$ cat config.mk
export PLATFORM = sky130hd
export DESIGN_NAME = instr_mem_loader_flat
export DESIGN_NICKNAME = d
export VERILOG_FILES = /design/src/rtl/instr_mem_loader_if.sv /design/src/rtl/instr_mem_loader.sv /design/src/flat_wrapper.sv
export SDC_FILE = /design/constraint.sdc
export NUM_CORES = 1
export LEC_CHECK = 0
export CORE_MARGIN = 3
export CORE_UTILIZATION = 43
export DETAILED_ROUTE_END_ITERATION = 6
export PLACE_DENSITY = 0.85
export SLEW_MARGIN = 20
export SYNTH_ARGS = -nofsm -noshare
export SYNTH_HDL_FRONTEND = slang
export SYNTH_SLANG_ARGS = --single-unit
$ cat constraint.sdc
create_clock -name clk_i -period 2.06 [get_ports clk_i]
set_input_delay 0.618 -clock clk_i [delete_from_list [all_inputs] [get_ports clk_i]]
set_output_delay 0.618 -clock clk_i [all_outputs]
set_load 0.02 [all_outputs]
$ cat src/rtl/instr_mem_loader_if.sv
// Handshake/memory-port bundle between a word source, instr_mem_loader and the instruction memory.
// The Checksum signal exists only when LOADER_CHECKSUM_EN is defined.
interface instr_mem_loader_if #(
  parameter int ADDR_W = 8,
  parameter int DATA_W = 16
);
  logic              start;
  logic [ADDR_W:0]   count;
  logic              in_valid;
  logic [DATA_W-1:0] in_data;
  logic              in_ready;
  logic              mem_we;
  logic [ADDR_W-1:0] mem_addr;
  logic [DATA_W-1:0] mem_wdata;
  logic              busy;
  logic              done;
  logic              fetch_hold;
`ifdef LOADER_CHECKSUM_EN
  logic [DATA_W-1:0] checksum;

  modport master (
    output start, count, in_valid, in_data,
    input  in_ready, mem_we, mem_addr, mem_wdata, busy, done, fetch_hold, checksum
  );
  modport slave (
    input  start, count, in_valid, in_data,
    output in_ready, mem_we, mem_addr, mem_wdata, busy, done, fetch_hold, checksum
  );
`else
  modport master (
    output start, count, in_valid, in_data,
    input  in_ready, mem_we, mem_addr, mem_wdata, busy, done, fetch_hold
  );
  modport slave (
    input  start, count, in_valid, in_data,
    output in_ready, mem_we, mem_addr, mem_wdata, busy, done, fetch_hold
  );
`endif
endinterface

$ cat src/rtl/instr_mem_loader.sv
// Streams instruction words into consecutive memory addresses from 0 while holding fetch in reset.
// Optional running checksum of loaded words when LOADER_CHECKSUM_EN is defined.
module instr_mem_loader #(
  parameter int ADDR_W = 8,
  parameter int DATA_W = 16
) (
  input  logic                clk_i,
  input  logic                rst_i,
  instr_mem_loader_if.slave   bus_io
);

  typedef enum logic [1:0] {S_IDLE, S_LOAD, S_FLUSH, S_DONE} state_e;

  localparam logic [ADDR_W:0]   DEPTH    = {1'b1, {ADDR_W{1'b0}}};
  localparam logic [ADDR_W:0]   REM_ONE  = {{ADDR_W{1'b0}}, 1'b1};
  localparam logic [ADDR_W-1:0] ADDR_ONE = {{(ADDR_W-1){1'b0}}, 1'b1};

  state_e            state_q, state_d;
  logic [ADDR_W-1:0] addr_q, addr_d;
  logic [ADDR_W:0]   rem_q, rem_d;
  logic              we_q, we_d;
  logic [ADDR_W-1:0] maddr_q, maddr_d;
  logic [DATA_W-1:0] wdata_q, wdata_d;
  logic              start_ok;
  logic              xfer;

  // Limiting the load to the memory depth keeps the address counter from wrapping.
  function automatic logic [ADDR_W:0] clamp_count(input logic [ADDR_W:0] c);
    return (c > DEPTH) ? DEPTH : c;
  endfunction

  assign start_ok = ((state_q == S_IDLE) || (state_q == S_DONE)) && bus_io.start;
  assign xfer     = (state_q == S_LOAD) && bus_io.in_valid;

  always_comb begin
    state_d = state_q;
    addr_d  = addr_q;
    rem_d   = rem_q;
    we_d    = 1'b0;
    maddr_d = maddr_q;
    wdata_d = wdata_q;
    case (state_q)
      S_IDLE, S_DONE: begin
        if (start_ok) begin
          if (bus_io.count == '0) begin
            state_d = S_DONE;
          end else begin
            state_d = S_LOAD;
            addr_d  = '0;
            rem_d   = clamp_count(bus_io.count);
          end
        end
      end
      S_LOAD: begin
        if (xfer) begin
          we_d    = 1'b1;
          maddr_d = addr_q;
          wdata_d = bus_io.in_data;
          addr_d  = addr_q + ADDR_ONE;
          rem_d   = rem_q - REM_ONE;
          if (rem_q == REM_ONE) state_d = S_FLUSH;
        end
      end
      S_FLUSH: state_d = S_DONE;
      default: state_d = S_IDLE;
    endcase
  end

  always_ff @(posedge clk_i) begin
    if (rst_i) begin
      state_q <= S_IDLE;
      addr_q  <= '0;
      rem_q   <= '0;
      we_q    <= 1'b0;
      maddr_q <= '0;
      wdata_q <= '0;
    end else begin
      state_q <= state_d;
      addr_q  <= addr_d;
      rem_q   <= rem_d;
      we_q    <= we_d;
      maddr_q <= maddr_d;
      wdata_q <= wdata_d;
    end
  end

`ifdef LOADER_CHECKSUM_EN
  logic [DATA_W-1:0] sum_q, sum_d;

  always_comb begin
    sum_d = sum_q;
    if (start_ok)  sum_d = '0;
    else if (xfer) sum_d = sum_q + bus_io.in_data;
  end

  always_ff @(posedge clk_i) begin
    if (rst_i) sum_q <= '0;
    else       sum_q <= sum_d;
  end

  assign bus_io.checksum = sum_q;
`endif

  assign bus_io.in_ready   = (state_q == S_LOAD);
  assign bus_io.busy       = (state_q == S_LOAD) || (state_q == S_FLUSH);
  assign bus_io.fetch_hold = bus_io.busy;
  assign bus_io.done       = (state_q == S_DONE);
  assign bus_io.mem_we     = we_q;
  assign bus_io.mem_addr   = maddr_q;
  assign bus_io.mem_wdata  = wdata_q;

endmodule

$ cat src/flat_wrapper.sv
// flat-port wrapper written by rule: the top's interface ports become plain ports
module instr_mem_loader_flat 
#(
  parameter int ADDR_W = 8,
  parameter int DATA_W = 16
)
  (clk_i, rst_i, bus_io_start, bus_io_count, bus_io_in_valid, bus_io_in_data, bus_io_in_ready, bus_io_mem_we, bus_io_mem_addr, bus_io_mem_wdata, bus_io_busy, bus_io_done, bus_io_fetch_hold);
  instr_mem_loader_if #(.ADDR_W(ADDR_W), .DATA_W(DATA_W)) bus_io_i ();
  input  logic clk_i;
  input  logic rst_i;
  input wire logic [$bits(bus_io_i.start)-1:0] bus_io_start;
  input wire logic [$bits(bus_io_i.count)-1:0] bus_io_count;
  input wire logic [$bits(bus_io_i.in_valid)-1:0] bus_io_in_valid;
  input wire logic [$bits(bus_io_i.in_data)-1:0] bus_io_in_data;
  output wire logic [$bits(bus_io_i.in_ready)-1:0] bus_io_in_ready;
  output wire logic [$bits(bus_io_i.mem_we)-1:0] bus_io_mem_we;
  output wire logic [$bits(bus_io_i.mem_addr)-1:0] bus_io_mem_addr;
  output wire logic [$bits(bus_io_i.mem_wdata)-1:0] bus_io_mem_wdata;
  output wire logic [$bits(bus_io_i.busy)-1:0] bus_io_busy;
  output wire logic [$bits(bus_io_i.done)-1:0] bus_io_done;
  output wire logic [$bits(bus_io_i.fetch_hold)-1:0] bus_io_fetch_hold;
  assign bus_io_i.start = bus_io_start;
  assign bus_io_i.count = bus_io_count;
  assign bus_io_i.in_valid = bus_io_in_valid;
  assign bus_io_i.in_data = bus_io_in_data;
  assign bus_io_in_ready = bus_io_i.in_ready;
  assign bus_io_mem_we = bus_io_i.mem_we;
  assign bus_io_mem_addr = bus_io_i.mem_addr;
  assign bus_io_mem_wdata = bus_io_i.mem_wdata;
  assign bus_io_busy = bus_io_i.busy;
  assign bus_io_done = bus_io_i.done;
  assign bus_io_fetch_hold = bus_io_i.fetch_hold;
  instr_mem_loader #(.ADDR_W(ADDR_W), .DATA_W(DATA_W)) u_core (.clk_i(clk_i), .rst_i(rst_i), .bus_io(bus_io_i));
endmodule
# After elaboration in Yosys (flattened, before gate mapping)
# Index checks and enable logic that the tools add are counted.
dict set report op_classes {
  addsub 2
  magnitude_cmp 1
  n_eq_ne 8
  muxes 15
  bitwise_logic 1
  reduce_logical 12
}
# op count
set ops {}
lappend ops {{$mux W9} 4}
lappend ops {{$mux W8} 3}
lappend ops {{$pmux W9 S2} 1}
lappend ops {{$pmux W8 S2} 1}
lappend ops {{$eq A9 B1 Y1 const B} 1}
lappend ops {{$gt A9 B9 Y1 const B} 1}
lappend ops {{$logic_not A9 Y1} 1}
lappend ops {{$sub A9 B1 Y9 const B} 1}
lappend ops {{$add A8 B1 Y8 const B} 1}
lappend ops {{$mux W2} 4}
lappend ops {{$ne A2 B1 Y1 const B} 3}
lappend ops {{$pmux W2 S3} 1}
lappend ops {{$eq A2 B2 Y1 const B} 2}
lappend ops {{$reduce_and A4 Y1} 1}
lappend ops {{$reduce_or A2 Y1} 2}
lappend ops {{$reduce_and A3 Y1} 1}
lappend ops {{$eq A2 B1 Y1 const B} 1}
lappend ops {{$logic_and A1 B1 Y1} 2}
lappend ops {{$logic_not A2 Y1} 1}
lappend ops {{$logic_or A1 B1 Y1} 2}
lappend ops {{$ne A2 B2 Y1 const B} 1}
lappend ops {{$reduce_and A2 Y1} 1}
lappend ops {{$reduce_bool A2 Y1} 1}
lappend ops {{$mux W1} 1}
lappend ops {{$not A1 Y1} 1}
dict set report totals {
  register_bits 44
  in_bits 29
  output_inout_bits 29
  word_cells 45
}

# Longest topological paths before layout
dict set report logic_depth {
  depth_word 5
  mapped_depth 8
}

# Worst setup path before layout
# No wires, ideal clock.
dict set report synth_timing {
  kind {in2reg}
  start {in bus_io_count[0]}
  end {reg u_core.addr_q[6]}
  setup_time_ps 135
  t_arrival_ps 1930
  t_required_ps 1925
  setup_slack_ps -4
  stages 4
  cell_sequence {or4_4 -> or4_4 -> nand3_1 -> o21ai_0}
}
dict set report synth_between {
  elab_chain_len 3
}
# item line_no
set synth_lines {}
lappend synth_lines {{from (decl)} flat_wrapper.sv:12} ;# input wire logic [$bits(bus_io_i.count)-1:0] bus_io_count;
lappend synth_lines {{$logic_not A9 Y1} instr_mem_loader.sv:45} ;# if (bus_io.count == '0) begin
lappend synth_lines {{$ne A2 B2 Y1 (no line)} -}
lappend synth_lines {{$reduce_and A4 Y1 (no line)} -}
lappend synth_lines {{to (signal assigned)} instr_mem_loader.sv:79} ;# addr_q <= addr_d;
lappend synth_lines {{to (decl)} instr_mem_loader.sv:19} ;# logic [ADDR_W-1:0] addr_q, addr_d;
# No other way between the ends.
# A chain may end at the register's enable or synchronous reset.

# Worst setup path after layout
dict set report layout_timing {
  start {in bus_io_count[4]}
  end {reg u_core.rem_q[8]}
}
dict set report layout_between {
  elab_chain_len 5
}
# item line_no
set layout_lines {}
lappend layout_lines {{$gt A9 B9 Y1} instr_mem_loader.sv:29} ;# return (c > DEPTH) ? DEPTH : c;
lappend layout_lines {{$mux W9} instr_mem_loader.sv:29}
lappend layout_lines {{$mux W9} instr_mem_loader.sv:45}
lappend layout_lines {{$mux W9} instr_mem_loader.sv:44} ;# if (start_ok) begin
lappend layout_lines {{$pmux W9 S2} instr_mem_loader.sv:42} ;# case (state_q)
lappend layout_lines {{to (signal assigned)} instr_mem_loader.sv:80} ;# rem_q <= rem_d;
lappend layout_lines {{to (decl)} instr_mem_loader.sv:20} ;# logic [ADDR_W:0] rem_q, rem_d;
# Several ways; a longest one is shown, not always the timed one. The select of a mux whose other input is x is not followed.

==> implementation parameters <==
Parameter                              Value

Setup path
  Worst setup EP type ... flip-flop
  Data arrival time at the worst-slack endpoint ... 2.28 ns
  Depth of the worst register-to-register path ... 8
  Peak fanout along the critical path ... 8
  Worst R2R End ... u_core.addr_q[3]$_SDFFE_PP0P_
  Slack of the worst reg-to-reg path ... ~0.080 ns
  Required @ worst endpoint ... 2.28 ns
  Critical Setup Path Class ... input port to flip-flop
  CP startpoint kind ... input port
  Origin of the critical flop-to-flop path ... u_core.state_q[1]$_SDFFE_PP0P_

Cells and area
  Synth-to-layout area growth ... 45.9%
  Total non-filler cell area in the finished layout ... 3040 um^2
  N_diodes ... 0
  Final-stage net count ... 359
  Footprint of the flip-flops and latches ... roughly 880 um^2
  Ratio of cells with drive above 1 in the final layout ... 17.8%
  Most common cell after layout, fill and taps aside ... sky130_fd_sc_hd__nand2_1
  Top library cells by usage in the layout, fill and taps aside ... sky130_fd_sc_hd__nand2_1, sky130_fd_sc_hd__clkdlybuf4s50_1, sky130_fd_sc_hd__dfxtp_1
  Fillcell total ... 353
  Area of the multi-input gates ... 1130 um^2

Synthesis
  Number of instances in the synthesized netlist ... 249
  Most frequently used flop master after synthesis ... sky130_fd_sc_hd__dfxtp_1
  Synthesized area per cell ... 8.37 um^2
  Syn nets ... ~280
  Post-synthesis register bit count ... 44
  Total of warnings raised by yosys ... 0
  Sequential share of the synthesized area ... 42.3%
  Share of synthesized flip-flops with an asynchronous set or reset ... 0%
  Unique cell type count in the Yosys netlist ... 43
  Number of enable-type register cells in the synthesized netlist ... 0
  Area of the mapped netlist ... 2080 um^2

Clock tree
  Buffer cell driving the clock tree root ... sky130_fd_sc_hd__clkbuf_8
  Worst-skew pair later-pin latency ... 0.31 ns
  CTS tree ... yes
  Clock transition at the register clock pins on the worst setup and hold paths after CTS ... 0.09 ns
  Number of hold buffers added after CTS ... 0
  TritonCTS sink count ... 44
  Deepest level of the CTS H-tree ... 2
  Number of buffers between clock root and the deepest sink ... 2
  Num CTS Buffers ... 5

Timing
  Share of the cycle needed by the critical path after routing ... 100%
  Hold slack final ... 0.458 ns
  Unrepaired setup endpoints after global routing ... true
  Max Freq ... 0.485 GHz
  Clk_skew ... 0.00590 ns
  Count of final max-slew check failures ... 0
  Total count of hold-check failures in the final report ... 0
  Worst-case headroom to the max-slew limit ... 63.1%
  # setup viols final ... 1
  Post-layout minimum cycle time ... ~2 ns
  Post-layout worst setup margin ... -0.000421 ns
  Tightest Pin Transition ... around 0.55 ns

Run status
  Status ... finished, violations left
  Violated checks ... setup timing

Power and ir drop
  Net switching share of the total power ... 41.4%
  IR drop worst, VDD ... around 1.1 mV
  Static leakage power ... about 1.1 nW
  Final total power ... 3.81 mW
  Proportion of power drawn by flip-flops and latches ... slightly below 30%
  Fraction of power consumed by the clock network ... a little under a fifth
  Pwr Density ... ~1300 nW/um^2
  Cell-internal power ... 2.23 mW
  Share of power burned in combinational logic ... 52.0%
  Switching component of the power ... 1.57 mW

GRT
  Initial antenna violation count ... 0
  Largest net degree at the start of global routing ... 26
  First-pass GRT wire length ... between 9 and 10 mm
  Via count of the first global-routing pass ... around 2000
  Remaining Overflow, GRT ... 0
  Overall routing resource usage ... 21.5%

Route
  Via count normalized by instance count ... about 5.8
  Detailed Route Iter0 Violations ... 285
  Final antenna-violating net count ... 0
  Post-route DRC ... 0
  Total wirelength of the detailed-routed design ... 5.98 mm
  Total via count in the routed design ... approximately 2200
  Number of detailed-route iterations in the first pass ... 4
  Routed len/inst ... 15.9 um

Placement
  Cell area after placement ... approximately 2800 um^2
  Placed wire-length estimate ... a little over 4 mm
  Worst slack, placed ... -0.477 ns
  Routability Congestion ... 0.874
  Count of port buffers added during placement ... 57

Hold path
  Path class of the lowest-slack min-delay path ... flip-flop to flip-flop
  Hold Path Sink ... u_core.bus_io.mem_wdata[8]$_SDFFE_PP0P_
  Min-Delay Path Depth ... 2
  Source of the worst hold timing path ... u_core.bus_io.mem_wdata[8]$_SDFFE_PP0P_

Die
  Area of the core ... 4500 um^2
  Boundary Pins ... 58
  Area enclosed by the die boundary ... 5720 um^2
  Starting density of the core ... 46.3%
  Number of rows in the core area ... 24
  Die width ... 75.6 um
  Die boundary height ... 75.6 um

Job
  Max-cap violations ... 0
-- cells by family after synthesis --
group	count (synthesis)	synth area share (%)
AO/OA/AOI/OAI	83	26.5
flip-flops	44	42.3
buffers and inverters	28	6.79
adder cells (fa/ha/maj)	6	3.60
AND/OR/NAND/NOR	87	20.3
multiplexers	1	0.541
-- synthesized netlist by cell type (3+ instances only) --
| library cell | instances | area, um^2 |
|---|---|---|
| sky130_fd_sc_hd__nand2_1 | 54 | 203 |
| sky130_fd_sc_hd__dfxtp_1 | 44 | 881 |
| sky130_fd_sc_hd__a21oi_1 | 38 | 190 |
| sky130_fd_sc_hd__inv_1 | 11 | 41.3 |
| sky130_fd_sc_hd__o311ai_0 | 10 | 87.6 |
| sky130_fd_sc_hd__o31ai_1 | 10 | 75.1 |
| sky130_fd_sc_hd__clkbuf_1 | 9 | 33.8 |
| sky130_fd_sc_hd__nor2_1 | 8 | 30.0 |
| sky130_fd_sc_hd__ha_1 | 6 | 75.1 |
| sky130_fd_sc_hd__o21ai_0 | 4 | 20.0 |
| sky130_fd_sc_hd__a311oi_1 | 3 | 26.3 |
| sky130_fd_sc_hd__a32oi_1 | 3 | 26.3 |
| sky130_fd_sc_hd__and2_1 | 3 | 18.8 |
| sky130_fd_sc_hd__buf_4 | 3 | 22.5 |
| sky130_fd_sc_hd__buf_6 | 3 | 33.8 |
| sky130_fd_sc_hd__nand3_1 | 3 | 15.0 |
| sky130_fd_sc_hd__o41ai_1 | 3 | 26.3 |
-- power by group through the flow --
stage | clock (mW) | sequential, mW | combinational, mW
floorplan | 0 | 1.16 | 1.10
global placement | 0 | 1.12 | 1.86
detailed placement | 0 | 1.13 | 1.89
CTS | 0.707 | 1.11 | 1.95
global route | 0.753 | 1.13 | 2.15
finish | 0.710 | 1.12 | 1.98
-- worst max-delay path, cell delays in order --
cell and delay (ns):
sky130_fd_sc_hd__dlygate4sd2_1 0.25, sky130_fd_sc_hd__or4_4 0.54, sky130_fd_sc_hd__buf_4 0.16, sky130_fd_sc_hd__nor4_4 0.20, sky130_fd_sc_hd__buf_4 0.22, sky130_fd_sc_hd__o311ai_0 0.18, sky130_fd_sc_hd__o31ai_1 0.11
-- routing by layer --
layer | vias up | track usage [%] | wire [um]
li1 | 1061 | - | -
met1 | 1025 | 27.8 | 2530
met2 | 69 | 33.9 | 3050
met3 | 14 | 4.09 | 249
met4 | 0 | 11.5 | 160
met5 | - | 0 | 0
-- metrics by stage --
stage | utilization [%] | std cells | setup TNS (ns)
finish | 67.5 | 377 | -0.000421
global route | 67.5 | 377 | -0.379
CTS | 67.0 | 376 | 0
detailed placement | 63.1 | 367 | -7.69
global placement | 63.1 | 367 | -7.48
floorplan | - | 249 | 0
-- worst max path at each step --
stage	endpoint	start	slack, ns	depth (start not counted)
after detailed placement	u_core.addr_q[6]$_SDFFE_PP0P_	bus_io_count[0]	-0.48	5
after global placement	u_core.addr_q[6]$_SDFFE_PP0P_	bus_io_count[0]	-0.46	5
final	u_core.rem_q[8]$_SDFFE_PP0P_	bus_io_count[4]	-0.0004	7
after floorplan	u_core.rem_q[1]$_SDFFE_PP0P_	bus_io_count[0]	0.03	5
after CTS	u_core.rem_q[1]$_SDFFE_PP0P_	bus_io_count[4]	0.001	5
after global routing	u_core.rem_q[7]$_SDFFE_PP0P_	bus_io_count[4]	-0.05	7
-- registers in the layout (all words and copies together) (netlist names) --
name                     flops
u_core.bus_io.mem_wdata     16
u_core.rem_q                 9
u_core.addr_q                8
u_core.bus_io.mem_addr       8
u_core.state_q               2
u_core.bus_io.mem_we         1
-- layout make-up --
type	count	share of cell area, %
Inverter	11	1.48
Tap cell	52	2.14
Clock inverter	2	1.28
Clock buffer	6	2.72
Timing Repair Buffer	85	26.2
Sequential cell	44	29.0
Multi-Input combinational cell	177	37.2
-- what timing repair did --
item,4_1_cts,5_1_grt
resized for setup,19,13
setup buffers,1,0
pin swaps,10,3
setup endpoints to repair,21,20
gates cloned,0,1
No activity file was read; power rests on OpenSTA's default activity.
